### src/rtl/bcd_conv_arbiter.sv
// bcd_conv_arbiter
//   Shares one Binary_to_BCD conversion engine between two requesters.
//   Round-robin arbitration in IDLE, a one-cycle start pulse to the engine,
//   a bounded wait for the engine's result, and a one-cycle response strobe
//   back to the requester that was granted.
//
// Ports
//   i_Clock, i_Rst_L                 clock, asynchronous active-low reset
//   i_ReqN_Valid / i_ReqN_Binary     requester N operand handshake (N = 0,1)
//   o_ReqN_Ready                     combinational accept for requester N
//   o_RespN_Valid/_BCD/_Err          one-cycle result strobe for requester N
//   o_Conv_Start / o_Conv_Binary     engine start pulse and operand
//   i_Conv_DV / i_Conv_BCD           engine result
//   o_Busy                           high whenever the FSM is not in IDLE

// Per-requester handshake and response gating.
module bcd_conv_arbiter_lane #(
    parameter int RES_W = 8
) (
    input  logic             idle,      // FSM in IDLE and out of reset
    input  logic             gnt_hit,   // this requester holds the grant
    input  logic             resp_hit,  // RESP cycle for this requester
    input  logic [RES_W-1:0] res_bcd,
    input  logic             res_err,
    output logic             ready,
    output logic             resp_valid,
    output logic [RES_W-1:0] resp_bcd,
    output logic             resp_err
);
    assign ready      = idle & gnt_hit;
    assign resp_valid = resp_hit;
    // Result fields are forced to 0 outside the strobe.
    assign resp_bcd   = resp_hit ? res_bcd : '0;
    assign resp_err   = resp_hit & res_err;
endmodule

module bcd_conv_arbiter #(
    parameter int INPUT_WIDTH    = 7,
    parameter int DECIMAL_DIGITS = 2,
    parameter int TIMEOUT_CYCLES = 64
) (
    input  logic                        i_Clock,
    input  logic                        i_Rst_L,
    input  logic                        i_Req0_Valid,
    input  logic [INPUT_WIDTH-1:0]      i_Req0_Binary,
    output logic                        o_Req0_Ready,
    output logic                        o_Resp0_Valid,
    output logic [4*DECIMAL_DIGITS-1:0] o_Resp0_BCD,
    output logic                        o_Resp0_Err,
    input  logic                        i_Req1_Valid,
    input  logic [INPUT_WIDTH-1:0]      i_Req1_Binary,
    output logic                        o_Req1_Ready,
    output logic                        o_Resp1_Valid,
    output logic [4*DECIMAL_DIGITS-1:0] o_Resp1_BCD,
    output logic                        o_Resp1_Err,
    output logic                        o_Conv_Start,
    output logic [INPUT_WIDTH-1:0]      o_Conv_Binary,
    input  logic                        i_Conv_DV,
    input  logic [4*DECIMAL_DIGITS-1:0] i_Conv_BCD,
    output logic                        o_Busy
);
    localparam int NUM_REQ = 2;
    localparam int RES_W   = 4 * DECIMAL_DIGITS;
    localparam int CNT_W   = (TIMEOUT_CYCLES > 1) ? $clog2(TIMEOUT_CYCLES) : 1;

    localparam logic [1:0] S_IDLE  = 2'd0;
    localparam logic [1:0] S_START = 2'd1;
    localparam logic [1:0] S_WAIT  = 2'd2;
    localparam logic [1:0] S_RESP  = 2'd3;

    function automatic logic [63:0] pow10(input int n);
        logic [63:0] r;
        r = 64'd1;
        for (int i = 0; i < n; i++) r = r * 64'd10;
        return r;
    endfunction

    // Smallest operand that cannot be represented in DECIMAL_DIGITS digits.
    localparam logic [63:0]      LIMIT   = pow10(DECIMAL_DIGITS);
    localparam logic [CNT_W-1:0] CNT_MAX = CNT_W'(TIMEOUT_CYCLES - 1);

    logic [1:0]             state;
    logic [CNT_W-1:0]       cnt;
    logic                   last_q;     // requester served most recently
    logic                   gnt_q;      // requester owning the current job
    logic [INPUT_WIDTH-1:0] op_q;
    logic [RES_W-1:0]       res_bcd;
    logic                   res_err;

    logic [NUM_REQ-1:0]                  req_vld;
    logic [NUM_REQ-1:0][INPUT_WIDTH-1:0] req_bin;
    logic                                gnt_any;
    logic                                gnt_id;
    logic                                idle_act;
    logic                                accept;
    logic [INPUT_WIDTH-1:0]              acc_bin;
    logic                                over;

    logic [NUM_REQ-1:0]            lane_ready;
    logic [NUM_REQ-1:0]            lane_rv;
    logic [NUM_REQ-1:0][RES_W-1:0] lane_rb;
    logic [NUM_REQ-1:0]            lane_re;

    assign req_vld = {i_Req1_Valid, i_Req0_Valid};
    assign req_bin = {i_Req1_Binary, i_Req0_Binary};

    // Round-robin: on a tie the requester not served last wins; otherwise
    // the only valid requester wins (req_vld[1] selects it directly).
    always_comb begin
        gnt_any = |req_vld;
        if (&req_vld) gnt_id = ~last_q;
        else          gnt_id = req_vld[1];
    end

    // Ready is combinational, so it is also gated by reset to keep every
    // output low while i_Rst_L is asserted.
    assign idle_act = (state == S_IDLE) && i_Rst_L;
    assign accept   = idle_act && gnt_any;
    assign acc_bin  = req_bin[gnt_id];
    assign over     = 64'(acc_bin) >= LIMIT;

    always_ff @(posedge i_Clock or negedge i_Rst_L) begin
        if (!i_Rst_L) begin
            state   <= S_IDLE;
            cnt     <= '0;
            last_q  <= 1'b1;
            gnt_q   <= 1'b0;
            op_q    <= '0;
            res_bcd <= '0;
            res_err <= 1'b0;
        end else begin
            case (state)
                S_IDLE: begin
                    if (accept) begin
                        op_q  <= acc_bin;
                        gnt_q <= gnt_id;
                        if (over) begin
                            // Out-of-range operand never reaches the engine.
                            res_bcd <= '0;
                            res_err <= 1'b1;
                            state   <= S_RESP;
                        end else begin
                            state <= S_START;
                        end
                    end
                end
                S_START: begin
                    cnt   <= '0;
                    state <= S_WAIT;
                end
                S_WAIT: begin
                    // DV is checked first so it wins over a coincident timeout.
                    if (i_Conv_DV) begin
                        res_bcd <= i_Conv_BCD;
                        res_err <= 1'b0;
                        state   <= S_RESP;
                    end else if (cnt == CNT_MAX) begin
                        res_bcd <= '0;
                        res_err <= 1'b1;
                        state   <= S_RESP;
                    end else begin
                        cnt <= cnt + 1'b1;
                    end
                end
                S_RESP: begin
                    last_q <= gnt_q;
                    state  <= S_IDLE;
                end
                default: state <= S_IDLE;
            endcase
        end
    end

    for (genvar g = 0; g < NUM_REQ; g++) begin : g_lane
        bcd_conv_arbiter_lane #(.RES_W(RES_W)) u_lane (
            .idle       (idle_act),
            .gnt_hit    (gnt_any && (gnt_id == 1'(g))),
            .resp_hit   ((state == S_RESP) && (gnt_q == 1'(g))),
            .res_bcd    (res_bcd),
            .res_err    (res_err),
            .ready      (lane_ready[g]),
            .resp_valid (lane_rv[g]),
            .resp_bcd   (lane_rb[g]),
            .resp_err   (lane_re[g])
        );
    end

    assign o_Req0_Ready  = lane_ready[0];
    assign o_Req1_Ready  = lane_ready[1];
    assign o_Resp0_Valid = lane_rv[0];
    assign o_Resp1_Valid = lane_rv[1];
    assign o_Resp0_BCD   = lane_rb[0];
    assign o_Resp1_BCD   = lane_rb[1];
    assign o_Resp0_Err   = lane_re[0];
    assign o_Resp1_Err   = lane_re[1];

    assign o_Conv_Start  = (state == S_START);
    assign o_Conv_Binary = (state == S_START || state == S_WAIT) ? op_q : '0;
    assign o_Busy        = (state != S_IDLE);
endmodule

### config.mk
export PLATFORM = sky130hd
export DESIGN_NAME = bcd_conv_arbiter
export DESIGN_NICKNAME = d
export VERILOG_FILES = /design/src/rtl/bcd_conv_arbiter.sv
export SDC_FILE = /design/constraint.sdc
export NUM_CORES = 1
export LEC_CHECK = 0
export ABC_AREA = 0
export CAP_MARGIN = 25
export CORE_ASPECT_RATIO = 1.4
export CORE_MARGIN = 2
export CORE_UTILIZATION = 40
export CTS_BUF_LIST = sky130_fd_sc_hd__clkbuf_16
export CTS_CLUSTER_DIAMETER = 80
export DETAILED_ROUTE_END_ITERATION = 10
export HOLD_SLACK_MARGIN = 0.05
export PLACE_DENSITY = 0.75
export SYNTH_ARGS = -nofsm -noshare
export SYNTH_HDL_FRONTEND = slang
export SYNTH_HIERARCHICAL = 1
export SYNTH_SLANG_ARGS = --single-unit
### constraint.sdc
create_clock -name i_Clock -period 2.2 [get_ports i_Clock]
set_clock_uncertainty 0.15 [all_clocks]
set_input_delay 0.44 -clock i_Clock [delete_from_list [all_inputs] [get_ports i_Clock]]
set_output_delay 0.44 -clock i_Clock [all_outputs]
set_load 0.02 [all_outputs]
# Word level (Yosys, flattened, before mapping)
# Index checks and enable logic that the tools add are counted.
# totals
regBits,26
latch_bits,0
ram_bits,0
mem_bits_ro,0
output_inout_bits,31
n_memories,0
# classes
addsub,1
mul,0
div,0
order_cmp,2
eq_ne,9
shift,0
n_mux,24
bitwise_logic,7
reduce_logical,17
# op_table
op,n
8-bit two-way mux,6
7-bit two-way mux,3
8-bit one-hot mux with 2 select lines,1
6-bit two-way mux,2
6-bit one-hot mux with 2 select lines,1
2-bit two-way mux,4
"2-bit != test, second input constant",4
2-bit one-hot mux with 4 select lines,1
"7-bit greater-or-equal comparator, second input constant",1
"6-bit by 1-bit adder with 6-bit output, second input constant",1
"6-bit equality test, second input constant",1
1-bit logical AND,6
2-bit AND reduction,3
2-bit nonzero test,3
1-bit two-way mux,5
1-bit AND,4
"2-bit equality test, second input constant",2
4-bit AND reduction,1
"3-bit != test, second input constant",1
1-bit inverter,3
3-bit AND reduction,1
"2-bit by 1-bit equality test with 1-bit output, second input constant",1
2-bit zero test,1
"1-bit by 2-bit less-than comparator with 1-bit output, second input constant",1
3 further kinds,3

# Depth between registers and ports, before layout
# Gate-level depths: netlist (run 1).
# depth
word_depth,8
mapped_depth,7
depth_no_buf,6

# Hierarchy
# The synthesis (run 1) kept the hierarchy.
# by_module_without_submodules
mod,n_inst,cells_each,area_each_um2,seq_area_each_um2
bcd_conv_arbiter,1,143,1506.4,651.9
bcd_conv_arbiter_lane,2,11,70.1,0.0

# Worst setup path before layout (run 1)
# No wires, ideal clock.
# synth_path
kind,register to register
start,register state[0]
end,register res_bcd[0]
arrival_ps,1942
required_ps,1925
path_slack_ps,-17
path_stages_with_launch,8
period_less_slack_ps,2217
cell_sequence,dfrtp_1 inv_1 ha_1 o211ai_1 or3_1 a32o_1 buf_6 mux2_4
# synth_via
elab_chain_len,5
elab_cells_between_ends,10
classes_between,eq/ne: 4; mux: 1; reduce/logical: 5
# synth_rtl
item,line,rtl
from (decl),82,logic [1:0] state;
from (signal assigned),124,state <= S_IDLE;
from (signal assigned),141,state <= S_RESP;
from (signal assigned),143,state <= S_START;
2-bit zero test,"117, 132",
1-bit logical AND,117,assign idle_act = (state == S_IDLE) && i_Rst_L;
1-bit logical AND,118,assign accept = idle_act && gnt_any;
2-bit != test (no source line),--,
4-bit AND reduction (no source line),--,
to (signal assigned),154,res_bcd <= i_Conv_BCD;
to (decl),87,logic [RES_W-1:0] res_bcd;
# Several ways; a longest one is shown, not always the timed one.
# A chain may end at the register's enable or synchronous reset.

# Worst setup path after layout (run 1)
# layout_path
start,register state[1]
end,register res_bcd[7]
# The elaborated chain is that of the path after synthesis.

==> results.json, run 1 <==
{
  "n_antenna_cell": 0,
  "max_freq_mhz": 467,
  "first_pass_iters": 4,
  "critical_path_class": "register to register",
  "critPathMaxFanout": 5,
  "htreeDepth": 1,
  "first_global_vias": 1420,
  "ir_worst_vdd_uv": 931,
  "cp_slowest_stage_delay_ns": 0.41,
  "yosys_warnings": 6,
  "final_layout_size_suffix_gt1_share_pct": 24.3,
  "worstMarginPinSlew_ns": 0.467,
  "postLayoutCoreUtil_pct": 62.4,
  "ff2ff_path_depth": 6,
  "place.port_buffers": 57,
  "dieHeight_um": 79.9,
  "start_kind": "register",
  "grt_max_degree": 15,
  "clock-root-buffer": "clkbuf_16",
  "die_w_um": 58.2,
  "synth.avg_cell_area_um2": 9.98,
  "clockBufferDepth": 2,
  "antenna_found_initial": 0,
  "vias_per_cell": 5.01,
  "pin_count": 58,
  "synth.top_cells.by_area": "dfrtp_1 (38%), and2_1 (11%), mux2i_1 (8.5%)",
  "setup_viol": 0,
  "first_iter_violations": 18,
  "relSlewSlack_pct": 68.7,
  "route.antenna.remaining_nets": 0,
  "final_cells": 286,
  "p_per_area_nw_per_um2": 1100,
  "synth_nets": 198,
  "finish.net_count": 277,
  "syn2layout_area_growth_pct": 49.8,
  "yosysTopAreaCellShare_pct": 38.0,
  "r2r_slack_ns": 0.06,
  "rows": 27,
  "yosysMostFrequentCell": "and2_1",
  "hpwl_um": 3020,
  "startpoint": "state[1]",
  "async_flop_share_pct": 100,
  "num_vias": 1432,
  "drc": 0,
  "worstReg2RegEnd": "res_bcd[7]",
  "r2r_start": "state[1]",
  "worstPathCellList": "inv_2 -> ha_4 -> o211ai_1 -> or3_4 -> a32o_2 -> mux2_4",
  "wl_um": 3900,
  "grt_use_total_pct": 18.5,
  "ys_seq_area_share_pct": 39.6,
  "route.detailed.wl_per_inst_um": 13.6,
  "synth_top_flop_cell": "dfrtp_1",
  "path_clk_slew_ns": 0.06,
  "worstSkewPairLatency_ns": 0.26,
  "cts.sinks": 26,
  "grt_pass1_wl_um": 6580,
  "numCtsBuffers": 3,
  "synth_area_um2": 1650,
  "critPathArrivalTime_ns": 2.13,
  "cp_slowest_cell": "dfrtp_1",
  "tns_ns": 0,
  "period_share_pct": 97.3,
  "holdCritPathClass": "primary input to async pin",
  "synth_common_cells": "and2_1 (30), dfrtp_1 (25), nand2_1 (16)",
  "synth_edf_count": 0,
  "gp_congestion": 0.822,
  "synth_cell_type_count": 36,
  "hold_violations": 0,
  "worstSetupEndpoint": "res_bcd[7]",
  "yosysTopAreaCell": "dfrtp_1",
  "dp.cells": 279,
  "maxSlewViolCount": 0,
  "status": "completed",
  "grt-ovfl-total": 0,
  "ys_seq_elements": 26,
  "layout_min_cycle_time_ns": 2.14,
  "start_util_pct": 41.7,
  "power.leakage_uw": 0.00131,
  "cts_tree": "yes",
  "synthCells": 165,
  "cp.required_ns": 2.19,
  "critPathCaptureType": "register",
  "cap_violations": 0,
  "core_area_um2": 3950,
  "die_area_um2": 4650
}
-- sequential cells by signal (all words and copies together) (netlist names) --
| register | flops |
|---|---|
| op_q | 7 |
| cnt | 6 |
| state | 2 |
| res_err | 1 |
| res_bcd | 8 |
| last_q | 1 |
| gnt_q | 1 |
-- cell usage in the layout, fill, tap and decap left out, types with 2 or more instances in the layout --
cell / count
inv_1: 5
mux2_4: 8
and2_1: 29
buf_4: 26
nand2_1: 16
xnor2_1: 2
nor2_1: 3
nor2b_1: 3
inv_2: 3
ha_1: 4
clkdlybuf4s50_1: 23
buf_2: 8
dlygate4sd2_1: 24
or3_4: 2
mux2i_1: 14
o2bb2ai_1: 2
a32o_2: 2
and3_1: 10
clkbuf_16: 3
dfrtp_1: 25
o21ai_0: 8
o311ai_1: 2
-- metal layers --
layer,global-route usage [%],vias up,share of wire (%)
met5,0,-,0
met4,7.91,0,2.0
li1,-,729,-
met1,20.7,665,39
met3,2.43,7,3.5
met2,34.2,31,55
-- power breakdown --
group,switching [uW],leakage (uW),internal (uW),total (uW)
clock,160,0.0000385,243,403
sequential,113,0.000337,665,778
combinational,770,0.000936,762,1530
total,1040,0.00131,1670,2710
-- metrics by stage --
| stage | worst slack, ns | area, um^2 | total power (uW) | hold WS [ns] |
|---|---|---|---|---|
| after detailed placement | -0.448 | 2400 | 2380 | 0.314 |
| after CTS | 0.0169 | 2500 | 2750 | 0.186 |
| after global routing | -0.00724 | 2470 | 2930 | 0.218 |
| after global placement | -0.417 | 2400 | 2350 | 0.305 |
| after floorplan | 0.0282 | 1660 | 1720 | -0.00559 |
| final | 0.0584 | 2470 | 2710 | 0.174 |
-- cells by family after synthesis --
logic type	share of synthesized area, %
compound gates	10.6
xor+xnor	1.06
mux	15.8
flops	39.6
fa+ha+maj	4.56
buf+inv	5.47
simple gates	22.9
-- cell type report --
cell class / count / area, um^2
Fill cell: 347 / 1490
Multi-Input combinational cell: 122 / 952
Timing Repair Buffer: 83 / 699
Sequential cell: 26 / 652
Clock buffer: 3 / 75.1
Tap cell: 43 / 53.8
Inverter: 8 / 30.0
Clock inverter: 1 / 3.75
-- worst max-delay path, delay by kind of cell, from the launching register on --
family          cells  cell delay [ns]
buf+inv             1             0.09
flops               1             0.41
simple gates        1             0.41
compound gates      2             0.50
mux                 1             0.32
fa+ha+maj           1             0.14
-- how the worst min path moves through the flow --
stage | startpoint | endpoint | slack, ns
after floorplan | i_Rst_L | cnt[0] | -0.006
after global placement | op_q[0] | op_q[0] | 0.31
after detailed placement | op_q[1] | op_q[1] | 0.31
after CTS | i_Rst_L | op_q[6] | 0.19
after global routing | i_Rst_L | op_q[6] | 0.22
final | i_Rst_L | res_bcd[1] | 0.17
-- timing repair --
item,4_1_cts,5_1_grt
hold buffers,0,0
resized for setup,58,12
cloned,1,0
setup endpoints to repair,39,21
pin swaps,2,3
setup buffers,1,1
(Power assumes the default switching activity.)
==> run 2: changes to the inputs <==
DONT_BUFFER_PORTS = 1   (was not set)
PLACE_DENSITY = 0.56   (was 0.75)
==> run 2 against run 1 <==
Against the previous run: non-clock buffer count shrank 63; sequential share of layout area grew 6.9 points; the run now ends with negative setup slack left; critical path type unchanged; core utilization shrank 13 points.
==> results.json, run 2 (synthesis results as in run 1) <==
{
  "rsz0062_at_grt": "true",
  "min_path_cells": 2,
  "power.leakage_uw": 0.000979,
  "tns_ns": -0.0242,
  "critPathMaxFanout": 4,
  "critPathArrivalTime_ns": 2.21,
  "grt_pass1_wl_um": 5810,
  "path_clk_slew_ns": 0.07,
  "period_share_pct": 100,
  "critPathCaptureType": "register",
  "largestRegisters": "res_bcd x8, op_q x7, cnt x6",
  "num_vias": 1264,
  "htreeDepth": 1,
  "worst_slack_ns": -0.00982,
  "hold_violations": 0,
  "setup_viol": 3,
  "grt_use_total_pct": 16.2,
  "vias_per_cell": 5.67,
  "cap_violations": 0,
  "grt-ovfl-total": 0,
  "place.port_buffers": 0,
  "mostFrequentLayoutCell": "dfrtp_1",
  "most-common-layout-cells": "dfrtp_1 (25), and2_1 (24), nand2_1 (16), buf_4 (16), mux2i_1 (14)",
  "ff2ff_path_depth": 7,
  "critical_path_class": "register to register",
  "n_antenna_cell": 0,
  "worstPathCellList": "inv_2 -> ha_4 -> o211ai_1 -> or3_1 -> a32o_2 -> clkbuf_16 -> mux2_4",
  "status": "complete, but fails checks",
  "regMostFlops": "res_bcd",
  "gp_congestion": 0.764,
  "final_layout_size_suffix_gt1_share_pct": 25.6,
  "wl_um": 3770,
  "cp.required_ns": 2.20,
  "worstReg2RegEnd": "res_bcd[1]",
  "first_global_vias": 1267,
  "route.detailed.wl_per_inst_um": 16.9,
  "relSlewSlack_pct": 71.4,
  "ir_worst_vdd_uv": 734,
  "pin_count": 58,
  "max_freq_mhz": 453,
  "hpwl_um": 2590,
  "core_area_um2": 3950,
  "holdCritPathClass": "primary input to register",
  "cp_slowest_cell": "dfrtp_1",
  "largest_reg_flops": 8,
  "antenna_found_initial": 0,
  "die_w_um": 58.2,
  "rows": 27,
  "cts.sinks": 26,
  "whs_endpoint": "op_q[2]",
  "numCtsBuffers": 3,
  "die_area_um2": 4650,
  "clockBufferDepth": 2,
  "cp_slowest_stage_delay_ns": 0.40,
  "worstMarginPinSlew_ns": 0.423,
  "first_iter_violations": 20,
  "cts_tree": "yes",
  "clock-root-buffer": "clkbuf_16",
  "dieHeight_um": 79.9,
  "layout_min_cycle_time_ns": 2.21,
  "finish.net_count": 214,
  "start_util_pct": 41.7,
  "final_cells": 223,
  "violations": "negative setup slack",
  "dp.cells": 211,
  "hp-start": "i_Req1_Binary[2]",
  "r2r_slack_ns": -0.01,
  "worstSkewPairLatency_ns": 0.26,
  "r2r_start": "state[0]",
  "first_pass_iters": 4,
  "syn2layout_area_growth_pct": 18.9,
  "route.antenna.remaining_nets": 0,
  "maxSlewViolCount": 0,
  "start_kind": "register",
  "p_per_area_nw_per_um2": 1320,
  "grt_max_degree": 27,
  "drc": 0
}
run 2: changes by cell type in the layout (fill, tap and decap cells not counted), moves of 2 or more:
| cell | delta |
|---|---|
| or3_4 | -2 |
| clkdlybuf4s50_1 | -23 |
| dlygate4sd2_1 | -24 |
| and2_2 | +6 |
| or3_1 | +2 |
| buf_4 | -10 |
| and2_1 | -5 |
| buf_12 | +2 |
| buf_2 | -8 |
run 2: how the worst max path moves through the flow:
stage | startpoint | end | cells after the start
5_1_grt | state[0] | res_bcd[6] | 7
4_1_cts | state[0] | res_bcd[3] | 7
3_5_place_dp | state[0] | o_Resp0_BCD[6] | 3
6_report | state[0] | res_bcd[1] | 7
3_3_place_gp | state[0] | o_Resp0_BCD[3] | 3
2_1_floorplan | state[0] | res_bcd[0] | 7
run 2: power by group:
part           switching (uW)  internal (uW)  leakage, uW
Clock                     176            244    0.0000385
Combinational             735            649     0.000603
Sequential                124            664     0.000337
run 2: critical path, delay by kind of cell, from the launching register on:
| family | cells | cell delay, ns |
|---|---|---|
| flip-flops | 1 | 0.40 |
| AND/OR/NAND/NOR | 1 | 0.40 |
| buffers and inverters | 2 | 0.26 |
| adder cells (fa/ha/maj) | 1 | 0.13 |
| AO/OA/AOI/OAI | 2 | 0.45 |
| multiplexers | 1 | 0.29 |
run 2: per-layer routing:
metal | track usage, % | vias up | part of all wire (%)
met5 | 0 | - | 0
met4 | 6.05 | 0 | 1.2
met3 | 2.76 | 5 | 4.5
met2 | 29.8 | 52 | 52
met1 | 18.2 | 609 | 43
li1 | - | 598 | -
run 2: area by class of cell:
type | count | area, um^2
Multi-Input combinational cell | 122 | 948
Fill cell | 376 | 1990
Inverter | 8 | 30.0
Sequential cell | 26 | 652
Clock inverter | 1 | 3.75
Timing Repair Buffer | 20 | 195
Tap cell | 43 | 53.8
Clock buffer | 3 | 75.1
run 2: per-stage QoR:
| step | setup WS, ns | utilization, % | instance area [um^2] | total power (uW) | hold WS, ns |
|---|---|---|---|---|---|
| floorplan | 0.0282 | - | 1660 | 1720 | -0.00559 |
| global placement | 0.00601 | 44.6 | 1760 | 1990 | -0.00493 |
| detailed placement | -0.0655 | 44.6 | 1760 | 2030 | -0.00476 |
| CTS | 0.0103 | 47.5 | 1880 | 2480 | 0.233 |
| global route | -0.0779 | 49.5 | 1960 | 2770 | 0.260 |
| finish | -0.00982 | 49.5 | 1960 | 2590 | 0.226 |
run 2: repair_timing:
item	CTS	global route
hold buffers	2	0
pin swaps	0	4
setup endpoints to repair	9	12
buffers inserted	0	4
cloned	0	2
gates resized for setup	2	9
endpoints found under the hold margin	26	0
